[config.mk]
export PLATFORM = sky130hd
export DESIGN_NAME = line_sensor_adc
export DESIGN_NICKNAME = d
export VERILOG_FILES = /design/src/rtl/line_sensor_adc.sv
export SDC_FILE = /design/constraint.sdc
export NUM_CORES = 1
export LEC_CHECK = 0
export ABC_CLOCK_PERIOD_IN_PS = 2300
export CAP_MARGIN = 25
export CELL_PAD_IN_SITES_DETAIL_PLACEMENT = 2
export CELL_PAD_IN_SITES_GLOBAL_PLACEMENT = 2
export CORE_ASPECT_RATIO = 2
export CORE_MARGIN = 4
export CORE_UTILIZATION = 36
export DETAILED_ROUTE_END_ITERATION = 12
export PLACE_DENSITY_LB_ADDON = 0.1
export SYNTH_ARGS = -nofsm -noshare
export SYNTH_HDL_FRONTEND = slang
export SYNTH_SLANG_ARGS = --single-unit
[constraint.sdc]
create_clock -name clk -period 2.3 [get_ports clk]
set_input_delay 0.46 -clock clk [delete_from_list [all_inputs] [get_ports clk]]
set_output_delay 0.46 -clock clk [all_outputs]
set_load 0.005 [all_outputs]
[src/rtl/line_sensor_adc.sv]
// line_sensor_adc: scans left/centre/right line sensors through an ADC128S022-style SPI ADC and
// thresholds them into line_bits. Define LINE_SENSOR_HYST_EN for a per-channel Schmitt compare.
module line_sensor_adc #(
  parameter int unsigned CLK_DIV   = 10,
  parameter int unsigned THRESHOLD = 1500,
  parameter int unsigned HYST      = 100,
  parameter logic [2:0]  CH_LEFT   = 3'd2,
  parameter logic [2:0]  CH_CENTER = 3'd1,
  parameter logic [2:0]  CH_RIGHT  = 3'd0
) (
  input  logic        clk,
  input  logic        rst_n,
  input  logic        adc_dout,
  output logic        adc_cs_n,
  output logic        adc_sck,
  output logic        adc_din,
  output logic [2:0]  line_bits,
  output logic        line_valid,
  output logic [11:0] raw_left,
  output logic [11:0] raw_center,
  output logic [11:0] raw_right
);

  localparam int unsigned DATA_W  = 12;
  localparam int unsigned FRAME_W = 16;
  localparam int unsigned DIV_W   = $clog2(2 * CLK_DIV);
  localparam logic [DIV_W-1:0] HALF_LAST = DIV_W'(CLK_DIV - 1);
  localparam logic [DIV_W-1:0] GAP_LAST  = DIV_W'(2 * CLK_DIV - 1);

  if (CLK_DIV < 2 || THRESHOLD > 4095 || HYST > 4095) begin : g_param_check
    $error("line_sensor_adc: illegal CLK_DIV/THRESHOLD/HYST");
  end

  typedef enum logic [1:0] {IDLE, CS_SETUP, SHIFT, GAP} state_t;
  typedef enum logic [1:0] {CH_L, CH_C, CH_R} chan_t;

  state_t             state, state_next;
  logic [DIV_W-1:0]   div_cnt, div_next;
  logic [4:0]         half_cnt, half_next;
  logic               sample_c, shift_end_c;
  logic               cs_n_c, sck_c, din_c;
  logic [2:0]         cur_addr_c;
  logic [FRAME_W-1:0] frame_c;

  chan_t              cur_ch, res_ch;
  logic               warm;
  logic [DATA_W-1:0]  shift_q;

`ifdef LINE_SENSOR_HYST_EN
  localparam logic [12:0] HI_LVL = 13'(THRESHOLD + HYST);
  localparam logic        LO_EN  = (THRESHOLD >= HYST);
  localparam logic [12:0] LO_LVL = 13'(LO_EN ? THRESHOLD - HYST : 0);

  function automatic logic compare(input logic [DATA_W-1:0] v, input logic prev);
    if ({1'b0, v} > HI_LVL) return 1'b1;
    if (LO_EN && ({1'b0, v} < LO_LVL)) return 1'b0;
    return prev;
  endfunction
`else
  localparam logic [DATA_W-1:0] TH_LVL = DATA_W'(THRESHOLD);

  function automatic logic compare(input logic [DATA_W-1:0] v);
    return v > TH_LVL;
  endfunction
`endif

  // State and frame-timing counters
  always_ff @(posedge clk or negedge rst_n) begin
    if (!rst_n) begin
      state    <= IDLE;
      div_cnt  <= '0;
      half_cnt <= '0;
    end else begin
      state    <= state_next;
      div_cnt  <= div_next;
      half_cnt <= half_next;
    end
  end

  // Next state: half_cnt walks the 32 SCK half-periods; odd halves are SCK high
  always_comb begin
    state_next  = state;
    div_next    = div_cnt;
    half_next   = half_cnt;
    sample_c    = 1'b0;
    shift_end_c = 1'b0;
    case (state)
      IDLE: begin
        state_next = CS_SETUP;
        div_next   = '0;
        half_next  = '0;
      end
      CS_SETUP: begin
        if (div_cnt == HALF_LAST) begin
          state_next = SHIFT;
          div_next   = '0;
          half_next  = '0;
        end else begin
          div_next = div_cnt + DIV_W'(1);
        end
      end
      SHIFT: begin
        sample_c = half_cnt[0] && (div_cnt == '0);
        if (div_cnt == HALF_LAST) begin
          div_next = '0;
          if (half_cnt == 5'd31) begin
            state_next  = GAP;
            shift_end_c = 1'b1;
          end else begin
            half_next = half_cnt + 5'd1;
          end
        end else begin
          div_next = div_cnt + DIV_W'(1);
        end
      end
      GAP: begin
        if (div_cnt == GAP_LAST) begin
          state_next = CS_SETUP;
          div_next   = '0;
        end else begin
          div_next = div_cnt + DIV_W'(1);
        end
      end
      default: state_next = IDLE;
    endcase
  end

  always_comb begin
    case (cur_ch)
      CH_L:    cur_addr_c = CH_LEFT;
      CH_C:    cur_addr_c = CH_CENTER;
      default: cur_addr_c = CH_RIGHT;
    endcase
  end

  // Serial pin values; din follows SCK falling edges MSB first
  always_comb begin
    frame_c = FRAME_W'(cur_addr_c) << 11;
    cs_n_c  = 1'b1;
    sck_c   = 1'b1;
    din_c   = 1'b0;
    case (state)
      CS_SETUP: begin
        cs_n_c = 1'b0;
        din_c  = frame_c[15];
      end
      SHIFT: begin
        cs_n_c = 1'b0;
        sck_c  = half_cnt[0];
        din_c  = frame_c[4'd15 - half_cnt[4:1]];
      end
      default: ;
    endcase
  end

  always_ff @(posedge clk or negedge rst_n) begin
    if (!rst_n) begin
      adc_cs_n <= 1'b1;
      adc_sck  <= 1'b1;
      adc_din  <= 1'b0;
    end else begin
      adc_cs_n <= cs_n_c;
      adc_sck  <= sck_c;
      adc_din  <= din_c;
    end
  end

  // Capture, result routing and threshold; a frame returns the previous frame's channel
  always_ff @(posedge clk or negedge rst_n) begin
    if (!rst_n) begin
      shift_q    <= '0;
      raw_left   <= '0;
      raw_center <= '0;
      raw_right  <= '0;
      line_bits  <= 3'b000;
      line_valid <= 1'b0;
      cur_ch     <= CH_L;
      res_ch     <= CH_L;
      warm       <= 1'b1;
    end else begin
      line_valid <= 1'b0;
      if (sample_c && (half_cnt[4:1] >= 4'd4)) begin
        shift_q <= {shift_q[DATA_W-2:0], adc_dout};
      end
      if (shift_end_c) begin
        if (!warm) begin
          case (res_ch)
            CH_L: raw_left   <= shift_q;
            CH_C: raw_center <= shift_q;
            default: begin
              raw_right  <= shift_q;
              line_valid <= 1'b1;
`ifdef LINE_SENSOR_HYST_EN
              line_bits  <= {compare(raw_left, line_bits[2]), compare(raw_center, line_bits[1]),
                             compare(shift_q, line_bits[0])};
`else
              line_bits  <= {compare(raw_left), compare(raw_center), compare(shift_q)};
`endif
            end
          endcase
        end
        warm   <= 1'b0;
        res_ch <= cur_ch;
        case (cur_ch)
          CH_L:    cur_ch <= CH_C;
          CH_C:    cur_ch <= CH_R;
          default: cur_ch <= CH_L;
        endcase
      end
    end
  end

endmodule

==> impl_metrics.ini, run 1 <==
[setup_path]
worstPathArrival_ps = 2440
cp-end-kind = register
r2r_end = raw_center[0]
cp_max_fo = 9
startpoint_type = register
reg2reg_depth = 8
reg2reg_setup_slack_ps = 80
reg2reg_from = half_cnt[1]
critPathRequiredTime_ps = 2520
path_class = reg2reg

[status]
outcome = finished clean

[floorplanning]
die_height_microns = 141
die_area_sq_mm = 0.0105
coreArea_sq_mm = 0.00859
start_util_pct = 36.9
fp.dieW_microns = 74.4
pin_count = 46
rows = 48

[global_route]
grt_pass1_wl_mm = 14.2
antenna_found_initial = 0
grt-ovfl-total = 0
grt_pass1_vias = 2619
grt_max_degree = 73
grt_usage_pct = 18.5

[power_and_ir_drop]
vdd_drop_max_v = 0.000351
switching_share_pct = 19.7
switchingPower_uw = 543
p_clk_share_pct = 52.9
p_int_uw = 2210
pwr-share-comb_pct = 1.1
pwr-share-seq_pct = 46.0
p_per_area_mw_per_mm2 = 662
p_leak_uw = 0.00198

[drt]
ant_nets = 0
viasPerCell = 5.35
met1_length_mm = 2.85
dr.pass1.iters = 4
top_layer_used = met4
drtIter0Drc = 83
num_vias = 2294
wl_per_cell_microns = 20.0
dr_wl_met2_mm = 5.23
routed_wirelength_mm = 8.60
wl_met3_microns = 289
drc = 0

[synthesis]
synth_edf_count = 0
synth_area_sq_mm = 0.00317
synth_area_per_cell_sq_um = 12.1
syn-num-nets = 276
synth_seq_area_share_pct = 56.9
yosysUniqueCellTypes = 39
async_flop_share_pct = 100
synthTopCellsByCount = dfrtp_1 (69), nand2_1 (46), mux2_2 (36)
yosysTopAreaCellShare_pct = 54.4
syn-instance-count = 263
synth_seq_cells = 72
synth_area_leader_cell = dfrtp_1
yosys-top-cells-area = dfrtp_1 (54%), mux2_2 (13%), nand2_1 (5.4%)
ys.flop_type = dfrtp_1
synth_most_common_cell = dfrtp_1
ys_warn_count = 0

[sta]
worst_slew_pin_slew_ps = 621
period_share_pct = 96.6
period_needed_ps = 2220
finalWorstSetupSlack_ps = 79.3
tns_ps = 0
slew_viol_final = 0
finalSetupViolCount = 0
hold_violations = 0
clock_skew_ps = 6.35
fmax_mhz = 450
max_slew_margin_pct = 58.2

[cts]
numCtsBuffers = 9
cts_hold_buffers = 0
cts_buffer_depth = 2
clk_pin_slew_ps = 60
cts_sinks = 72
clock_latency_ps = 340
cts_tree = done
clockRootBuffer = clkbuf_16
cts_max_level = 3

[placement]
place_worst_setup_slack_ps = 77.7
dp_hpwl_mm = 6.12
gp_congestion = 0.848
place.port_buffers = 45

[job]
max-cap-violations = 0

[finish]
n_antenna_cell = 0
drive_gt1_share_pct = 22.8
nets = 338
fill_cells = 889
area_delta_synth_final_pct = 31.2

[min_path]
hold_class = in2async
-- how the worst max path moves through the flow --
stage	start	cells past startpoint	endpoint	slack, ps
CTS	half_cnt[1]	8	raw_center[0]	40
global placement	half_cnt[1]	8	raw_center[7]	160
global route	half_cnt[1]	8	raw_center[0]	-30
finish	half_cnt[1]	8	raw_center[0]	80
detailed placement	half_cnt[1]	8	raw_center[10]	80
floorplan	half_cnt[0]	8	raw_center[10]	220
-- cell families after synthesis --
group           synth area share (%)
compound gates                  5.37
xor+xnor                       0.829
fa+ha+maj                       3.94
buf+inv                         3.00
flops                           56.9
mux                             14.7
simple gates                    15.3
-- final cells by class --
| type | instances | area, sq um | area share [%] |
|---|---|---|---|
| sequential | 72 | 1810 | 43.4 |
| multi-input combinational | 170 | 1300 | 31.3 |
| timing repair buffer | 58 | 572 | 13.7 |
| clock buffer | 11 | 233 | 5.59 |
| tap | 100 | 125 | 3.01 |
| clock inverter | 4 | 70.1 | 1.68 |
| inverter | 14 | 52.6 | 1.26 |
-- layout by cell type, fill, tap and decap left out, types with 4 or more instances in the layout --
| cell type | instances |
|---|---|
| mux2_2 | 36 |
| nor2_1 | 8 |
| buf_4 | 10 |
| a21oi_1 | 4 |
| ha_1 | 8 |
| mux2i_1 | 6 |
| a31oi_1 | 4 |
| clkdlybuf4s50_1 | 44 |
| a21o_1 | 5 |
| clkbuf_16 | 9 |
| nand2_1 | 46 |
| inv_1 | 14 |
| nand3_1 | 11 |
| o21ai_0 | 7 |
| dfrtp_1 | 69 |
-- critical path, cell delays in order, from the launching register on --
cell and delay (ps):
dfrtp_1 380, ha_2 210, and3_4 200, ha_4 140
and2_4 170, nand2_8 80, nor4b_4 350, buf_4 220
mux2_2 340
-- per-layer routing --
layer,vias to the layer above,track usage [%]
met5,-,0
met4,0,8.72
met3,17,4.21
met2,45,34.0
met1,1193,18.7
li1,1039,-
-- repair_timing --
item                                   in CTS  in global routing
resized for setup                           0                  9
setup endpoints to repair                   0                 23
endpoints found under the hold margin       0                  0
buffers inserted                            0                  4
-- stage by stage --
step / instance area [sq um] / hold slack, ps / std cells / total power, uW / utilization, %
final: 4160 / 134 / 429 / 2760 / 48.4
after global routing: 4160 / 172 / 429 / 2870 / 48.4
after CTS: 4090 / 162 / 424 / 2800 / 47.6
after detailed placement: 3780 / 466 / 409 / 1320 / 44.1
after global placement: 3780 / 457 / 409 / 1320 / 44.1
after floorplan: 3170 / 164 / 263 / 1290 / -
-- sequential cells by signal (all words and copies together) (netlist names), 2 cells and up --
register    cells
line_bits       3
raw_left       12
half_cnt        5
div_cnt         5
cur_ch          2
raw_center     12
shift_q        12
res_ch          2
state           2
raw_right      12
-- power by group through the flow --
| stage | clock (uW) | combinational [uW] | sequential, uW |
|---|---|---|---|
| floorplan | 0 | 0.0150 | 1290 |
| global placement | 0 | 33.1 | 1290 |
| detailed placement | 0 | 33.2 | 1290 |
| CTS | 1500 | 33.6 | 1270 |
| global route | 1560 | 36.6 | 1270 |
| finish | 1460 | 31.1 | 1270 |
(Power assumes the default switching activity.)
==> run 2: changes to the inputs <==
ABC_CLOCK_PERIOD_IN_PS = default   (was 2300)
PLACE_DENSITY_LB_ADDON = 0.15   (was 0.1)
==> run 2 against run 1 <==
Net effect:
- critical path type unchanged
- setup slack improved by 83 ps
- non-clock buffer count down 3
- die area stayed put
- first-iteration DRC count rose by 1.2%
- routed wire length shrank 0.62%
- sequential power about the same
- sequential share of layout area is 0.10 points lower
- design area is 0.24% higher
- count of clock-buffer cells in the layout unchanged
- maximum frequency grew 3.9%
==> impl_metrics.ini, run 2 (synthesis results as in run 1) <==
[global_route]
grt_pass1_wl_mm = 14.2
grt-ovfl-total = 0
grt_pass1_vias = 2592
grt_usage_pct = 18.2
antenna_found_initial = 0
grt_max_degree = 73

[sta]
slew_viol_final = 0
period_needed_ps = 2140
fmax_mhz = 468
period_share_pct = 92.9
rsz0062_at_grt = false
finalSetupViolCount = 0
finalWorstSetupSlack_ps = 162
worst_slew_pin_slew_ps = 632
tns_ps = 0
hold_violations = 0
max_slew_margin_pct = 57.4
clock_skew_ps = 6.67

[setup_path]
startpoint_type = register
critPathMaxStageDelay_ps = 370
r2r_end = raw_center[9]
slowest_stage = dfrtp_1
critPathRequiredTime_ps = 2510
cpMostUsedCell = ha_1
path_cells = ha_1, and3_1, ha_1, and2_4, nand2_4, nor4b_4, buf_12, mux2_2
reg2reg_from = half_cnt[1]
cp_max_fo = 12
path_class = reg2reg
reg2reg_setup_slack_ps = 160
reg2reg_depth = 8
worstPathArrival_ps = 2350
critPathTopFamily = simple AND/OR/NAND/NOR gates
path_buf_inv = 1
cp-end-kind = register

[drt]
drc = 0
num_vias = 2255
wl_per_cell_microns = 20.0
dr.pass1.iters = 4
viasPerCell = 5.28
ant_nets = 0
drtIter0Drc = 84
routed_wirelength_mm = 8.54

[floorplanning]
die_area_sq_mm = 0.0105
pin_count = 46
coreArea_sq_mm = 0.00859
rows = 48
die_height_microns = 141
fp.dieW_microns = 74.4
start_util_pct = 36.9

[job]
max-cap-violations = 0

[power_and_ir_drop]
p_leak_uw = 0.00201
p_per_area_mw_per_mm2 = 706
vdd_drop_max_v = 0.000342
total_power_uw = 2950

[finish]
drive_gt1_share_pct = 22.0
area_delta_synth_final_pct = 31.5
instances_no_fill = 427
layout_common_cells = dfrtp_1 (69), nand2_1 (46), clkdlybuf4s50_1 (44), mux2_2 (36), inv_1 (14)
n_antenna_cell = 0
utilization_pct = 48.6
nets = 335
layout_commonest_cell = dfrtp_1

[cts]
cts_max_level = 3
clk_pin_slew_ps = 60
cts_sinks = 72
cts_hold_buffers = 0
numCtsBuffers = 9
clock_latency_ps = 330
clockRootBuffer = clkbuf_16
cts_tree = done
cts_buffer_depth = 2

[placement]
gp_congestion = 0.831
place.port_buffers = 45
dp_hpwl_mm = 6.14
dp.cells = 410
place_worst_setup_slack_ps = 56.3

[min_path]
hold_class = in2async

[status]
outcome = finished clean
run 2: cell types whose count changed in the layout (fill, tap and decap cells not counted), moves of 2 or more:
cell,change
clkbuf_8,+2
clkbuf_1,-2
ha_1,+2
buf_4,-3
run 2: worst reg2reg max path, cell delays in order (launching register included):
cell and delay, ps:
dfrtp_1 370, ha_1 200, and3_1 170, ha_1 200
and2_4 180, nand2_4 100, nor4b_4 290, buf_12 180
mux2_2 340
run 2: layer usage:
layer	vias up	global-route usage, %	share of wire (%)
met2	46	33.8	60
met5	-	0	0
met4	0	6.94	2.0
met3	11	4.57	3.6
li1	1035	-	-
met1	1163	18.8	34
run 2: area by class of cell:
cell class | count | area [sq um]
Clock buffer | 11 | 253
Clock inverter | 5 | 103
Fill cell | 885 | 4420
Inverter | 14 | 52.6
Multi-Input combinational cell | 170 | 1270
Sequential cell | 72 | 1810
Tap cell | 100 | 125
Timing Repair Buffer | 55 | 558
run 2: where the power goes:
group | switching [uW] | total [uW] | internal (uW)
Combinational | 25.2 | 30.9 | 5.68
Clock | 531 | 1650 | 1120
Sequential | 0 | 1270 | 1270
run 2: metrics by stage:
step	instance area, sq um	hold WS (ps)
finish	4170	149
global route	4170	170
floorplan	3170	164
CTS	4160	170
global placement	3800	457
detailed placement	3800	468
run 2: worst max path at each step:
stage           startpoint             end  slack, ps  cells after the start
3_3_place_gp   half_cnt[1]   raw_center[6]        170                      8
4_1_cts        half_cnt[1]   raw_center[9]         40                      8
5_1_grt        half_cnt[1]   raw_center[9]         10                      8
6_report       half_cnt[1]   raw_center[9]        160                      8
2_1_floorplan  half_cnt[0]  raw_center[10]        220                      8
3_5_place_dp   half_cnt[1]   raw_center[9]         60                      8
run 2: timing repair:
| action | 4_1_cts | 5_1_grt |
|---|---|---|
| resized for setup | 0 | 1 |
| buffers inserted | 0 | 1 |
| hold endpoints to repair | 0 | 0 |
| endpoints found under the setup margin | 0 | 23 |
